**src/rtl/reg_file_sequencer_if.sv**
```systemverilog
// reg_file_sequencer_if: instruction handshake plus register-file select/data bus.
interface reg_file_sequencer_if #(
  parameter int DATA_W = 8,
  parameter int ADDR_W = 2
);
  logic              instr_valid;
  logic [7:0]        instr;
  logic              instr_ready;
  logic [ADDR_W-1:0] rf_in_1;
  logic [ADDR_W-1:0] rf_in_2;
  logic              rf_wen;
  logic [DATA_W-1:0] rf_data;
  logic [DATA_W-1:0] rf_out_1;
  logic [DATA_W-1:0] rf_out_2;
  modport master (
    input  instr_valid, instr, rf_out_1, rf_out_2,
    output instr_ready, rf_in_1, rf_in_2, rf_wen, rf_data
  );
  modport slave (
    output instr_valid, instr, rf_out_1, rf_out_2,
    input  instr_ready, rf_in_1, rf_in_2, rf_wen, rf_data
  );
endinterface

```
**src/rtl/reg_file_sequencer.sv**
```systemverilog
// reg_file_sequencer: multi-cycle sequencer driving a 4x8 register file with ALU and Z/C/N flags.
module reg_file_sequencer #(
  parameter int DATA_W = 8,
  parameter int ADDR_W = 2
) (
  input  logic clk,
  input  logic rst,
  reg_file_sequencer_if.master bus,
  output logic flag_z,
  output logic flag_c,
  output logic flag_n,
  output logic busy,
  output logic illegal
);
  localparam logic [2:0] IDLE = 3'd0;
  localparam logic [2:0] IMM  = 3'd1;
  localparam logic [2:0] READ = 3'd2;
  localparam logic [2:0] EXEC = 3'd3;
  localparam logic [2:0] WB   = 3'd4;
  localparam logic [3:0] OP_LDI = 4'hA;
  localparam logic [3:0] OP_CMP = 4'hB;
  logic [2:0]        state_q, state_d;
  logic [7:0]        ir_q, ir_d;
  logic [DATA_W-1:0] a_q, b_q, res_q, res_d;
  logic              z_q, z_d, c_q, c_d, n_q, n_d;
  logic              ill_q, ill_d, rdy_q, rdy_d;
  logic [3:0]        op, in_op;
  logic              acc;
  logic [DATA_W:0]   alu;
  assign op    = ir_q[7:4];
  assign in_op = bus.instr[7:4];
  assign acc   = bus.instr_valid && rdy_q;
  // Bit DATA_W of alu is the carry/borrow/shifted-out bit; MOV carries the old C through.
  always_comb begin
    alu = {c_q, b_q};
    case (op)
      4'h2:         alu = {1'b0, a_q} + {1'b0, b_q};
      4'h3, OP_CMP: alu = {1'b0, a_q} - {1'b0, b_q};
      4'h4:         alu = {1'b0, a_q & b_q};
      4'h5:         alu = {1'b0, a_q | b_q};
      4'h6:         alu = {1'b0, a_q ^ b_q};
      4'h7:         alu = {1'b0, ~b_q};
      4'h8:         alu = {a_q[DATA_W-1], a_q[DATA_W-2:0], 1'b0};
      4'h9:         alu = {a_q[0], 1'b0, a_q[DATA_W-1:1]};
      default:      alu = {c_q, b_q};
    endcase
  end
  always_comb begin
    state_d = state_q;
    ir_d    = ir_q;
    res_d   = res_q;
    z_d     = z_q;
    c_d     = c_q;
    n_d     = n_q;
    ill_d   = 1'b0;
    case (state_q)
      IDLE: if (acc) begin
        ir_d    = bus.instr;
        ill_d   = in_op >= 4'hC;
        state_d = in_op == OP_LDI ? IMM : (in_op == 4'h0 || in_op >= 4'hC) ? IDLE : READ;
      end
      IMM: if (acc) begin
        res_d   = bus.instr;
        z_d     = bus.instr == 8'h00;
        n_d     = bus.instr[7];
        state_d = WB;
      end
      READ: state_d = EXEC;
      EXEC: begin
        z_d     = alu[DATA_W-1:0] == '0;
        n_d     = alu[DATA_W-1];
        c_d     = alu[DATA_W];
        res_d   = op == OP_CMP ? res_q : alu[DATA_W-1:0];
        state_d = op == OP_CMP ? IDLE : WB;
      end
      default: state_d = IDLE;
    endcase
  end
  assign rdy_d = state_d == IDLE || state_d == IMM;
  always_ff @(posedge clk or negedge rst) begin
    if (!rst) begin
      state_q <= IDLE;
      ir_q    <= '0;
      a_q     <= '0;
      b_q     <= '0;
      res_q   <= '0;
      z_q     <= 1'b0;
      c_q     <= 1'b0;
      n_q     <= 1'b0;
      ill_q   <= 1'b0;
      rdy_q   <= 1'b0;
    end else begin
      state_q <= state_d;
      ir_q    <= ir_d;
      a_q     <= state_q == READ ? bus.rf_out_1 : a_q;
      b_q     <= state_q == READ ? bus.rf_out_2 : b_q;
      res_q   <= res_d;
      z_q     <= z_d;
      c_q     <= c_d;
      n_q     <= n_d;
      ill_q   <= ill_d;
      rdy_q   <= rdy_d;
    end
  end
  // Write enable is decoded from state so reset removes it without waiting for an edge.
  assign bus.rf_wen      = state_q == WB;
  assign bus.rf_in_1     = (state_q == READ || state_q == WB) ? ir_q[3:2] : '0;
  assign bus.rf_in_2     = state_q == READ ? ir_q[1:0] : '0;
  assign bus.rf_data     = res_q;
  assign bus.instr_ready = rdy_q;
  assign flag_z          = z_q;
  assign flag_c          = c_q;
  assign flag_n          = n_q;
  assign busy            = state_q != IDLE;
  assign illegal         = ill_q;
endmodule

```
**src/flat_wrapper.sv**
```systemverilog
// flat-port wrapper written by rule: the top's interface ports become plain ports
module reg_file_sequencer_flat 
#(
  parameter int DATA_W = 8,
  parameter int ADDR_W = 2
)
  (clk, rst, flag_z, flag_c, flag_n, busy, illegal, bus_instr_valid, bus_instr, bus_rf_out_1, bus_rf_out_2, bus_instr_ready, bus_rf_in_1, bus_rf_in_2, bus_rf_wen, bus_rf_data);
  reg_file_sequencer_if #(.DATA_W(DATA_W), .ADDR_W(ADDR_W)) bus_i ();
  input  logic clk;
  input  logic rst;
  output logic flag_z;
  output logic flag_c;
  output logic flag_n;
  output logic busy;
  output logic illegal;
  input wire logic [$bits(bus_i.instr_valid)-1:0] bus_instr_valid;
  input wire logic [$bits(bus_i.instr)-1:0] bus_instr;
  input wire logic [$bits(bus_i.rf_out_1)-1:0] bus_rf_out_1;
  input wire logic [$bits(bus_i.rf_out_2)-1:0] bus_rf_out_2;
  output wire logic [$bits(bus_i.instr_ready)-1:0] bus_instr_ready;
  output wire logic [$bits(bus_i.rf_in_1)-1:0] bus_rf_in_1;
  output wire logic [$bits(bus_i.rf_in_2)-1:0] bus_rf_in_2;
  output wire logic [$bits(bus_i.rf_wen)-1:0] bus_rf_wen;
  output wire logic [$bits(bus_i.rf_data)-1:0] bus_rf_data;
  assign bus_i.instr_valid = bus_instr_valid;
  assign bus_i.instr = bus_instr;
  assign bus_i.rf_out_1 = bus_rf_out_1;
  assign bus_i.rf_out_2 = bus_rf_out_2;
  assign bus_instr_ready = bus_i.instr_ready;
  assign bus_rf_in_1 = bus_i.rf_in_1;
  assign bus_rf_in_2 = bus_i.rf_in_2;
  assign bus_rf_wen = bus_i.rf_wen;
  assign bus_rf_data = bus_i.rf_data;
  reg_file_sequencer #(.DATA_W(DATA_W), .ADDR_W(ADDR_W)) u_core (.clk(clk), .rst(rst), .bus(bus_i), .flag_z(flag_z), .flag_c(flag_c), .flag_n(flag_n), .busy(busy), .illegal(illegal));
endmodule
```
**config.mk**
```make
export PLATFORM = sky130hd
export DESIGN_NAME = reg_file_sequencer_flat
export DESIGN_NICKNAME = d
export VERILOG_FILES = /design/src/rtl/reg_file_sequencer_if.sv /design/src/rtl/reg_file_sequencer.sv /design/src/flat_wrapper.sv
export SDC_FILE = /design/constraint.sdc
export NUM_CORES = 1
export LEC_CHECK = 0
export CAP_MARGIN = 0
export CELL_PAD_IN_SITES_DETAIL_PLACEMENT = 1
export CELL_PAD_IN_SITES_GLOBAL_PLACEMENT = 2
export CORE_UTILIZATION = 30
export DETAILED_ROUTE_END_ITERATION = 8
export PLACE_DENSITY = 0.81
export SLEW_MARGIN = 20
export SYNTH_ARGS = -nofsm -noshare
export SYNTH_HDL_FRONTEND = slang
export SYNTH_SLANG_ARGS = --single-unit
```
**constraint.sdc**
```tcl
create_clock -name clk -period 3.2 [get_ports clk]
set_input_delay 0.96 -clock clk [delete_from_list [all_inputs] [get_ports clk]]
set_output_delay 0.96 -clock clk [all_outputs]
set_load 0.01 [all_outputs]
```
==> summary.md <==
| Metric | Value |
|---|---|
| Status | finished, final reports clean |
| Post-cts sizing count | 0 |
| Final Non-Filler Cells | 563 |
| Maximum level of the CTS H-tree | 2 |
| Via density per instance | 5.30 |
| Syn_area_per_cell | 8.25 um^2 |
| Req. time, crit path | 3.44 ns |
| RSZ-0062 raised after global routing | no |
| Post-synth cell types | 54 |
| Bufs on Longest Clock Path | 2 |
| Row cnt | 37 |
| CP Capture Type | flip-flop |
| Drt drc | 0 |
| Post-synth top area share | 31.7% |
| Hold Vio Cnt, Final | 0 |
| CP Max Fanout | 6 |
| Final setup fails | 0 |
| Via Count | 2983 |
| Initial Util | 30.8% |
| Highest clock rate | 338 MHz |
| Clk_lat worst skew | 0.30 ns |
| CORE AREA | 10300 um^2 |
| Largest cells by area after synthesis | dfrtp_1 (32%), ha_1 (9.9%), o21ai_0 (5.9%) |
| MaxCap Viol Count | 0 |
| 1st-iter DRT viols | 105 |
| Layout area overhead | 22.6% |
| Cell internal pwr | 2420 uW |
| Psw | 2390 uW |
| Synthesized area | 3160 um^2 |
| Number of flops mapped to enable cells by yosys | 0 |
| Comb power frac | 70.2% |
| Placed insts | 555 |
| Vias in the first global route | 3072 |
| Post-Route Setup TNS | 0 ns |
| Initial antenna violation count | 0 |
| Crit path kind | flip-flop to flip-flop |
| Async S/R FF share, synth | 100% |
| DRT Pass-1 Iters | 4 |
| Top cell type by total area after synthesis | dfrtp_1 |
| VDD IR max | 0.352 mV |
| Share of layout cells above drive strength 1 | 8.90% |
| CTS Buf Count | 5 |
| Die W | 105 um |
| Clock share of power | 9.0% |
| Io pins | 46 |
| RePlAce Congestion | 0.848 |
| Yosys reg bits | 40 |
| Least-Margin Pin Slew | 0.963 ns |
| Pre-CTS setup slack | 0.269 ns |
| Worst EP arrival | 3.19 ns |
| Root Buffer | clkbuf_8 |
| Ys flop type | dfrtp_1 |
| Final worst slack | 0.243 ns |
| CP Launch Type | flip-flop |
| Seq/Total Area, Yosys | 31.7% |
| Yosys warning total | 0 |
| Clock slew seen by the registers of the worst setup and hold paths | 0.09 ns |
| Start of the worst register-to-register path | u_core.b_q[2] |
| Hpwl dp | 7.49 mm |
| Post-CTS setup buffer count | 0 |
| CTS Hold Buffers Added | 0 |
| WL final | 9.73 mm |
| First-pass GRT wire length | 16.2 mm |
| DIE HEIGHT | 105 um |
| Post-Syn Instances | 383 |
| Congestion Overflow GR | 0 |
| I/O Buffers | 45 |
| Period utilization | 92.4% |
| DRT antenna net count | 0 |
| Worst min path class | flip-flop to flip-flop |
| Total track usage | 18.7% |
| Sw Ratio | 49.7% |
| HP Start | u_core.bus.rf_data[3] |
| Pin count of the biggest net entering global routing | 41 |
| Synthesized Nets | 436 |
| Die area | 10900 um^2 |
| Tmin final | 2.96 ns |
| Sequential share of power | 20.8% |
| CTS tree | built |
| Clock Skews | 0.00925 ns |
| Pwr Density | 1240 nW/um^2 |
| Leak | 0.00164 uW |
| # diodes | 0 |
| Slew HR | 35.8% |
| CTS sink count | 40 |
| Commonest cells in the netlist | dfrtp_1 (40), nand2_1 (40), o21ai_0 (37), nor2_1 (33), a21oi_1 (26) |
| WL/cell | 17.3 um |
| Slew Limit Fails | 0 |
| Final net count | 479 |
| Crit path from | u_core.b_q[2] |
[power by group through the flow]
stage          registers, uW  logic, uW  clock network [uW]
2_1_floorplan            950       2360                   0
3_3_place_gp             999       3250                   0
3_5_place_dp            1010       3340                   0
4_1_cts                 1000       3380                 449
5_1_grt                 1040       3770                 472
6_report                1000       3380                 431
[stage by stage]
step | power (uW) | hold slack [ns] | util, % | instance area [um^2]
2_1_floorplan | 3310 | 0.472 | - | 3160
3_3_place_gp | 4240 | 0.463 | 36.7 | 3770
3_5_place_dp | 4360 | 0.473 | 36.7 | 3770
4_1_cts | 4830 | 0.493 | 37.7 | 3880
5_1_grt | 5280 | 0.518 | 37.7 | 3880
6_report | 4810 | 0.484 | 37.7 | 3880
[flip-flops by register name, summed over array words and instances (netlist names)]
register / count
u_core.a_q: 8
u_core.bus.instr_ready: 1
u_core.illegal: 1
u_core.flag_c: 1
u_core.flag_z: 1
u_core.b_q: 8
u_core.ir_q: 8
u_core.bus.rf_data: 8
u_core.state_q: 3
u_core.flag_n: 1
[area by class of cell]
type                    count  area, um^2
clock buffers               6        72.6
clock inverters             2        35.0
fillers                  1253        6400
inverters                  22        82.6
multi-input cells         299        1970
flip-flops and latches     40        1000
well taps                 136         170
repair buffers             58         543
[critical path, cell delays in order, from the launching register on]
cell and delay [ns]:
dfrtp_1 0.46, nor2_1 0.25, nand4_1 0.18, o31ai_1 0.27, xnor2_1 0.11, ha_1 0.34
mux2_2 0.35, a221o_1 0.37, a311oi_1 0.29, o311ai_1 0.15, o21ai_1 0.14
[metal layers]
metal	share of wire, %	track usage (%)
met3	3.2	2.74
met5	0	0
met1	48	24.6
met2	48	32.1
met4	0.76	4.23
[final timing paths]
check                                         to  slack, ns  depth (start not counted)
max                                u_core.flag_z       0.24                         10
min                        u_core.bus.rf_data[3]       0.48                          2
max reg2reg                        u_core.flag_z       0.24                         10
min reg2reg                u_core.bus.rf_data[3]       0.48                          2
max in group asynchronous          u_core.a_q[2]       1.79                          1
min in group asynchronous          u_core.a_q[6]       0.81                          1
[logic make-up after synthesis]
kind of cell	synth area share, %
AOI/OAI and AO/OA	22.2
xor gates and xnor gates	2.49
adders and majority gates	10.5
buffers and inverters	6.10
DFF	31.7
muxes	5.07
and+or+nand+nor	22.0
[layout by cell type, fill, tap and decap left out, drive strengths merged, types with 2 or more instances in the layout]
master and n:
a21oi 26, o21ai 39, dfrtp 40, nand2b 7, and2 4, a311oi 2, nand3b 3, nor3b 4
nor2 33, xnor2 8, a22oi 4, clkdlybuf4s50 44, or3 5, inv 22, nand4 5, clkbuf 6
nor2b 7, nand3 12, o31ai 9, a31oi 2, buf 14, ha 25, o311ai 2, a211oi 4
nand2 40, o22ai 2, mux2 8, or2 2, and3 3, o221ai 3, a221oi 3, o211ai 5
nor3 7, mux2i 7, a21o 5
No activity file was read; power rests on OpenSTA's default activity.
